===== src/rtl/wait_sched_pkg.sv =====
// wait_sched_pkg: shared types and constants for the wait-condition scheduler.
// Optional feature macro: WAIT_SCHED_TIMEOUT_EN adds per-slot timeout state.
package wait_sched_pkg;

    // Watched-variable bank geometry and timeout counter width.
    localparam int NVAR = 3;
    localparam int DW   = 32;
    localparam int TOW  = 16;
    localparam int VW   = (NVAR > 1) ? $clog2(NVAR) : 1;

    typedef enum logic [1:0] {
        S_IDLE    = 2'd0,
        S_ARMED   = 2'd1,
        S_PENDING = 2'd2,
        S_GRANTED = 2'd3
    } slot_state_e;

    typedef logic [2:0] op_t;

    localparam op_t OP_EQ = 3'd0;
    localparam op_t OP_NE = 3'd1;
    localparam op_t OP_LT = 3'd2;
    localparam op_t OP_LE = 3'd3;
    localparam op_t OP_GT = 3'd4;
    localparam op_t OP_GE = 3'd5;

    // One posted wait condition. rhs_sel=1 selects imm as the right operand.
    typedef struct packed {
        logic [VW-1:0]  lhs;
        logic           rhs_sel;
        logic [VW-1:0]  rhs;
        logic [DW-1:0]  imm;
        op_t            op;
`ifdef WAIT_SCHED_TIMEOUT_EN
        logic [TOW-1:0] tmo;
        logic           tflag;
`endif
    } slot_t;

endpackage


===== src/rtl/wait_sched_cmp.sv =====
// wait_sched_cmp: combinational signed comparator evaluating one slot's condition.
module wait_sched_cmp
    import wait_sched_pkg::*;
(
    input  logic [DW-1:0] lhs,
    input  logic [DW-1:0] rhs,
    input  op_t           op,
    output logic          hit
);

    // Evaluate lhs op rhs as signed DW-bit values; encodings 6 and 7 never match.
    always_comb begin
        // NOTE: hit gets a value before the case so no path can leave it unassigned and infer a latch.
        hit = 1'b0;
        case (op)
            OP_EQ:   hit = ($signed(lhs) == $signed(rhs));
            OP_NE:   hit = ($signed(lhs) != $signed(rhs));
            OP_LT:   hit = ($signed(lhs) <  $signed(rhs));
            OP_LE:   hit = ($signed(lhs) <= $signed(rhs));
            OP_GT:   hit = ($signed(lhs) >  $signed(rhs));
            OP_GE:   hit = ($signed(lhs) >= $signed(rhs));
            default: hit = 1'b0;
        endcase
    end

endmodule


===== src/rtl/wait_sched.sv =====
// wait_sched: level-sensitive wait-condition scheduler with round-robin wake arbitration.
// Optional feature macro: WAIT_SCHED_TIMEOUT_EN (post_timeout/wake_timeout, per-slot timeout).
module wait_sched
    import wait_sched_pkg::*;
#(
    parameter  int NWAIT = 4,
    localparam int IW    = $clog2(NWAIT)
) (
    input  logic               clk,
    input  logic               rst_n,
    input  logic [NVAR*DW-1:0] var_i,
    input  logic               post_valid,
    output logic               post_ready,
    input  logic [IW-1:0]      post_id,
    input  logic [VW-1:0]      post_lhs,
    input  logic               post_rhs_imm,
    input  logic [VW-1:0]      post_rhs,
    input  logic [DW-1:0]      post_imm,
    input  op_t                post_op,
`ifdef WAIT_SCHED_TIMEOUT_EN
    input  logic [TOW-1:0]     post_timeout,
    output logic               wake_timeout,
`endif
    input  logic               cancel_valid,
    input  logic [IW-1:0]      cancel_id,
    output logic               wake_valid,
    input  logic               wake_ready,
    output logic [IW-1:0]      wake_id
);

    slot_state_e         state_q [NWAIT];
    slot_t               slot_q  [NWAIT];
    logic [DW-1:0]       var_q   [NVAR];
    logic [DW-1:0]       lhs_val [NWAIT];
    logic [DW-1:0]       rhs_val [NWAIT];
    logic [NWAIT-1:0]    cond;
    logic [NWAIT-1:0]    expire;
    logic [NWAIT-1:0]    post_hit;
    logic [NWAIT-1:0]    cancel_hit;
    logic [IW-1:0]       rr_ptr;
    logic [IW-1:0]       sel_id;
    logic                sel_valid;
    logic                load;

    assign post_ready = (state_q[post_id] == S_IDLE);

    // Snapshot the watched variables so every slot compares against one aligned set of values.
    always_ff @(posedge clk or negedge rst_n) begin
        if (!rst_n) begin
            for (int k = 0; k < NVAR; k++) var_q[k] <= '0;
        end else begin
            // NOTE: state updates use <= so every register samples pre-edge values, whatever the statement order.
            for (int k = 0; k < NVAR; k++) var_q[k] <= var_i[k*DW +: DW];
        end
    end

    // Route each slot's operands from the snapshot (out-of-range indices read as zero).
    always_comb begin
        for (int i = 0; i < NWAIT; i++) begin
            lhs_val[i] = '0;
            rhs_val[i] = slot_q[i].rhs_sel ? slot_q[i].imm : '0;
            for (int k = 0; k < NVAR; k++) begin
                if (slot_q[i].lhs == VW'(k)) lhs_val[i] = var_q[k];
                if (!slot_q[i].rhs_sel && (slot_q[i].rhs == VW'(k))) rhs_val[i] = var_q[k];
            end
        end
    end

    for (genvar g = 0; g < NWAIT; g++) begin : g_slot
        wait_sched_cmp u_cmp (
            .lhs (lhs_val[g]),
            .rhs (rhs_val[g]),
            .op  (slot_q[g].op),
            .hit (cond[g])
        );
    end

    // Per-slot request decode and timeout expiry.
    always_comb begin
        for (int i = 0; i < NWAIT; i++) begin
            post_hit[i]   = post_valid && post_ready && (post_id == IW'(i));
            cancel_hit[i] = cancel_valid && (cancel_id == IW'(i));
`ifdef WAIT_SCHED_TIMEOUT_EN
            expire[i]     = (slot_q[i].tmo == TOW'(1));
`else
            expire[i]     = 1'b0;
`endif
        end
    end

    // Round-robin pick: first PENDING slot at or after rr_ptr; a slot being cancelled is skipped.
    always_comb begin
        sel_valid = 1'b0;
        sel_id    = '0;
        for (int off = NWAIT - 1; off >= 0; off--) begin
            if ((state_q[(int'(rr_ptr) + off) % NWAIT] == S_PENDING) &&
                !cancel_hit[(int'(rr_ptr) + off) % NWAIT]) begin
                sel_valid = 1'b1;
                sel_id    = IW'((int'(rr_ptr) + off) % NWAIT);
            end
        end
        load = sel_valid && (!wake_valid || wake_ready);
    end

    // Slot FSMs, round-robin pointer and the registered wake output.
    always_ff @(posedge clk or negedge rst_n) begin
        if (!rst_n) begin
            for (int i = 0; i < NWAIT; i++) state_q[i] <= S_IDLE;
            rr_ptr     <= '0;
            wake_valid <= 1'b0;
            wake_id    <= '0;
`ifdef WAIT_SCHED_TIMEOUT_EN
            wake_timeout <= 1'b0;
`endif
        end else begin
            for (int i = 0; i < NWAIT; i++) begin
                case (state_q[i])
                    S_IDLE:    if (post_hit[i]) state_q[i] <= S_ARMED;
                    S_ARMED:   if (cancel_hit[i]) state_q[i] <= S_IDLE;
                               else if (cond[i] || expire[i]) state_q[i] <= S_PENDING;
                    S_PENDING: if (cancel_hit[i]) state_q[i] <= S_IDLE;
                               else if (load && (sel_id == IW'(i))) state_q[i] <= S_GRANTED;
                    S_GRANTED: if (wake_valid && wake_ready && (wake_id == IW'(i)))
                                   state_q[i] <= S_IDLE;
                    default:   state_q[i] <= S_IDLE;
                endcase
            end
            if (load) begin
                wake_valid <= 1'b1;
                wake_id    <= sel_id;
                rr_ptr     <= (sel_id == IW'(NWAIT - 1)) ? '0 : sel_id + IW'(1);
`ifdef WAIT_SCHED_TIMEOUT_EN
                wake_timeout <= slot_q[sel_id].tflag;
`endif
            end else if (wake_valid && wake_ready) begin
                wake_valid <= 1'b0;
            end
        end
    end

    // Slot payload: captured at post, timeout counter and flag maintained while ARMED.
    always_ff @(posedge clk) begin
        // NOTE: payload has no reset; it is only read once its slot leaves IDLE, which requires a fresh post.
        for (int i = 0; i < NWAIT; i++) begin
            if (post_hit[i]) begin
                slot_q[i].lhs     <= post_lhs;
                slot_q[i].rhs_sel <= post_rhs_imm;
                slot_q[i].rhs     <= post_rhs;
                slot_q[i].imm     <= post_imm;
                slot_q[i].op      <= post_op;
`ifdef WAIT_SCHED_TIMEOUT_EN
                slot_q[i].tmo     <= post_timeout;
                slot_q[i].tflag   <= 1'b0;
            end else if (state_q[i] == S_ARMED) begin
                // The flag ends up set only if the slot leaves ARMED by expiry with cond false.
                slot_q[i].tflag <= !cond[i];
                if (slot_q[i].tmo > TOW'(1)) slot_q[i].tmo <= slot_q[i].tmo - TOW'(1);
`endif
            end
        end
    end

endmodule


===== config.mk =====
export PLATFORM = sky130hd
export DESIGN_NAME = wait_sched
export DESIGN_NICKNAME = d
export VERILOG_FILES = /design/src/rtl/wait_sched_pkg.sv /design/src/rtl/wait_sched_cmp.sv /design/src/rtl/wait_sched.sv
export SDC_FILE = /design/constraint.sdc
export NUM_CORES = 1
export LEC_CHECK = 0
export CAP_MARGIN = 30
export CORE_MARGIN = 3
export CORE_UTILIZATION = 40
export DETAILED_ROUTE_END_ITERATION = 6
export PLACE_DENSITY = 0.57
export SETUP_SLACK_MARGIN = 0.2
export SYNTH_ARGS = -nofsm -noshare
export SYNTH_HDL_FRONTEND = slang
export SYNTH_SLANG_ARGS = --single-unit

===== constraint.sdc =====
create_clock -name clk -period 10.1 [get_ports clk]
set_clock_uncertainty 0.1 [all_clocks]
set_input_delay 2.02 -clock clk [delete_from_list [all_inputs] [get_ports clk]]
set_output_delay 2.02 -clock clk [all_outputs]
set_load 0.01 [all_outputs]

==> flow_metrics.py <==
metrics = {
    "timing": {
        "fmax_ghz": 0.178,
        "drv_slew": 0,
        "worst_hold_slack_ps": 422,
        "hold_viol_final": 0,
        "fin_crit_sh": 0.556,
        "worstMarginPinSlew_ps": 1030,
        "fin_setup_tns_ps": 0,
        "rsz0062_at_grt": "false",
        "min_period_ps": 5610,
        "relSlewSlack": 0.308,
        "finalSetupViolCount": 0,
    },
    "drt": {
        "drt_wl_total_mm": 58.4,
        "dr.pass1.iters": 7,
        "ant_nets": 0,
        "wl_met3_mm": 2.65,
        "wl_met2_mm": 29.0,
        "routed-via-count": 14300,
        "routedWlPerCell_um": 23.5,
        "drt_iter0_drc": 933,
        "top_layer_used": "met4",
        "drt-vias-per-instance": 5.77,
        "drcViolationCount": 0,
        "wl_met1_mm": 24.9,
    },
    "worst_setup_path": {
        "path_class": "in -> out",
        "cp-end-kind": "output port",
        "r2r-start": "slot_q[2][36]$_DFFE_PP_",
        "critPathLaunchType": "input port",
        "slowest_delay_ps": 550,
        "rr_worst_depth": 14,
        "reg2reg_slack_ps": 5250,
        "crit_start": "post_id[1]",
        "path_cells": "clkdlybuf4s50_1 > nor3_1 > a21oi_1 > a21oi_1 > clkdlybuf4s50_1",
        "crit_cells": 5,
        "critPathTopFamily": "buffers and inverters",
        "critical_path_required_ps": 7980,
        "crit_slowest_cell": "clkdlybuf4s50_1",
        "critPathArrivalTime_ps": 3490,
        "worst-path-max-fanout": 5,
        "path_buf_inv": 2,
    },
    "placed_design": {
        "detailed_place.area_um2": 19900,
        "io_buffers": 148,
        "gp_congestion": 0.865,
        "hpwl_mm": 38.8,
    },
    "final_layout": {
        "diodes": 0,
        "drive_above_1_share": 0.0603,
        "nNetsFinal": 2141,
        "fin_util": 0.469,
        "fin_area_um2": 21000,
        "syn2layout_area_growth_pct": 14.9,
    },
    "cts": {
        "clk_pin_slew_worst_paths_ps": 60,
        "h-tree-depth": 2,
        "numCtsBuffers": 34,
        "hold_buffers": 0,
        "cts-resized-gates": 0,
        "numClockSinks": 269,
        "clock_latency_ps": 560,
        "clockBufferDepth": 3,
        "cts-root-buf": "clkbuf_16",
        "cts_tree": "yes",
        "cts_setup_buffers": 0,
    },
    "power_and_ir_drop": {
        "swShare": 0.309,
        "p_leak_nw": 8.85,
        "p_int_mw": 2.28,
        "p_total_mw": 3.30,
        "p_clk_frac": 0.355,
        "power_density_nw_per_um2": 157,
        "combPwrFrac": 0.233,
        "max-vdd-ir-drop_v": 0.000133,
        "power_switching_mw": 1.02,
        "seqPwrFrac": 0.411,
    },
    "floorplanning": {
        "die_x_um": 220,
        "fp.dieArea_um2": 48300,
        "start_util": 0.409,
        "num_rows": 77,
        "die_y_um": 220,
        "core_area_um2": 44700,
        "io_pins": 149,
    },
    "synth": {
        "synth_area_leaders": "edfxtp_1, mux2i_1, dfrtp_1",
        "synth_top_area_share": 0.263,
        "avgSynthCellArea_um2": 9.90,
        "synth_nets": 2121,
        "synthTopCellsByCount": "mux2i_1, nand2_1, o21ai_0, edfxtp_1, ha_1",
        "synth-async-reset-ratio": 0.405,
        "yosys.cell_count.top_type": "mux2i_1",
        "netlist_instances": 1844,
        "yosysWarnings": 0,
        "ys.flop_type": "edfxtp_1",
        "ys_seq_area_frac": 0.412,
        "netlist_area_um2": 18300,
        "synth_edf_count": 160,
        "synth_cell_types": 70,
        "ys_ff_latch": 269,
        "yosysTopAreaCell": "edfxtp_1",
    },
    "status": {
        "status": "complete, no violations",
    },
    "grt": {
        "grt_pass1_wl_mm": 89.0,
        "grt_pass1_vias": 14800,
        "grt-ovfl-total": 0,
        "grt_max_degree": 57,
        "grt_usage": 0.241,
        "antenna_found_initial": 0,
    },
    "worst_hold_path": {
        "min-delay-path-class": "reg -> reg",
        "holdPathStages": 2,
        "hold_start": "rr_ptr[0]$_DFFE_PN0P_",
    },
    "flow_run": {
        "drv_cap": 0,
    },
}
[cells in the final DEF, fill, tap and decap left out, drive strengths merged, types with 3 or more instances in the layout]
cell type,count
nor3,13
mux2i,383
a311o,3
nand3b,3
clkdlybuf4s50,147
nand2b,3
a21oi,60
clkbuf,51
clkinv,5
nand4,29
nand2,291
edfxtp,160
nor2b,18
a21o,22
nand3,11
dfrtp,109
o21ai,272
and3,7
a211oi,14
nor4,10
nor2,26
o31ai,8
inv,21
o211ai,6
buf,37
ha,132
[final timing paths]
path                                                to
worst min register to register   rr_ptr[0]$_DFFE_PN0P_
worst max register to register  state_q[3]$_DFFE_PN0P_
min in group asynchronous          var_q[85]$_DFF_PN0_
worst max-delay path                        post_ready
worst min-delay path             rr_ptr[0]$_DFFE_PN0P_
max in group asynchronous          var_q[31]$_DFF_PN0_
[layout make-up]
class	instances	area (um^2)
multi-input combinational	1356	9830
timing repair buffer	184	1750
tap	592	741
inverter	19	71.3
clock inverter	10	88.8
fill	4123	23700
sequential	269	7530
clock buffer	51	966
[metrics by stage]
step | setup WS, ps | instances
floorplan | 3500 | 1844
global placement | 4500 | 2420
detailed placement | 4480 | 2420
CTS | 4470 | 2481
global route | 4380 | 2481
finish | 4490 | 2481
[state kept, by name (all words and copies together) (netlist names)]
| register | flops |
|---|---|
| wake_valid | 1 |
| var_q | 96 |
| rr_ptr | 2 |
| state_q | 8 |
| slot_q | 160 |
| wake_id | 2 |
[per-layer routing]
layer | global-route usage | vias up
met5 | 0 | -
met4 | 0.0899 | 0
met3 | 0.0290 | 122
met2 | 0.422 | 416
met1 | 0.305 | 7078
li1 | - | 6707
[cells by family (layout without fill, tap and decap cells)]
kind of cell | after synthesis | count (layout) | share of synthesized area
flip-flops | 269 | 269 | 0.412
AO/OA/AOI/OAI | 409 | 409 | 0.127
AND/OR/NAND/NOR | 428 | 428 | 0.106
XOR/XNOR | 2 | 2 | 0.000959
multiplexers | 385 | 385 | 0.211
adder cells (fa/ha/maj) | 132 | 132 | 0.0904
buffers and inverters | 219 | 264 | 0.0514
[worst min-delay path, stage by stage (launching register included)]
cell     delay (ps)
dfrtp_1         370
nand2_1          60
o31ai_1          60
[power groups by stage]
stage,registers (mW),logic (mW),clock network (mW)
after floorplan,1.32,0.534,0
after global routing,1.37,0.849,1.25
after CTS,1.35,0.769,1.21
final,1.36,0.768,1.17
after global placement,1.37,0.752,0
after detailed placement,1.38,0.765,0
(Power assumes the default switching activity.)
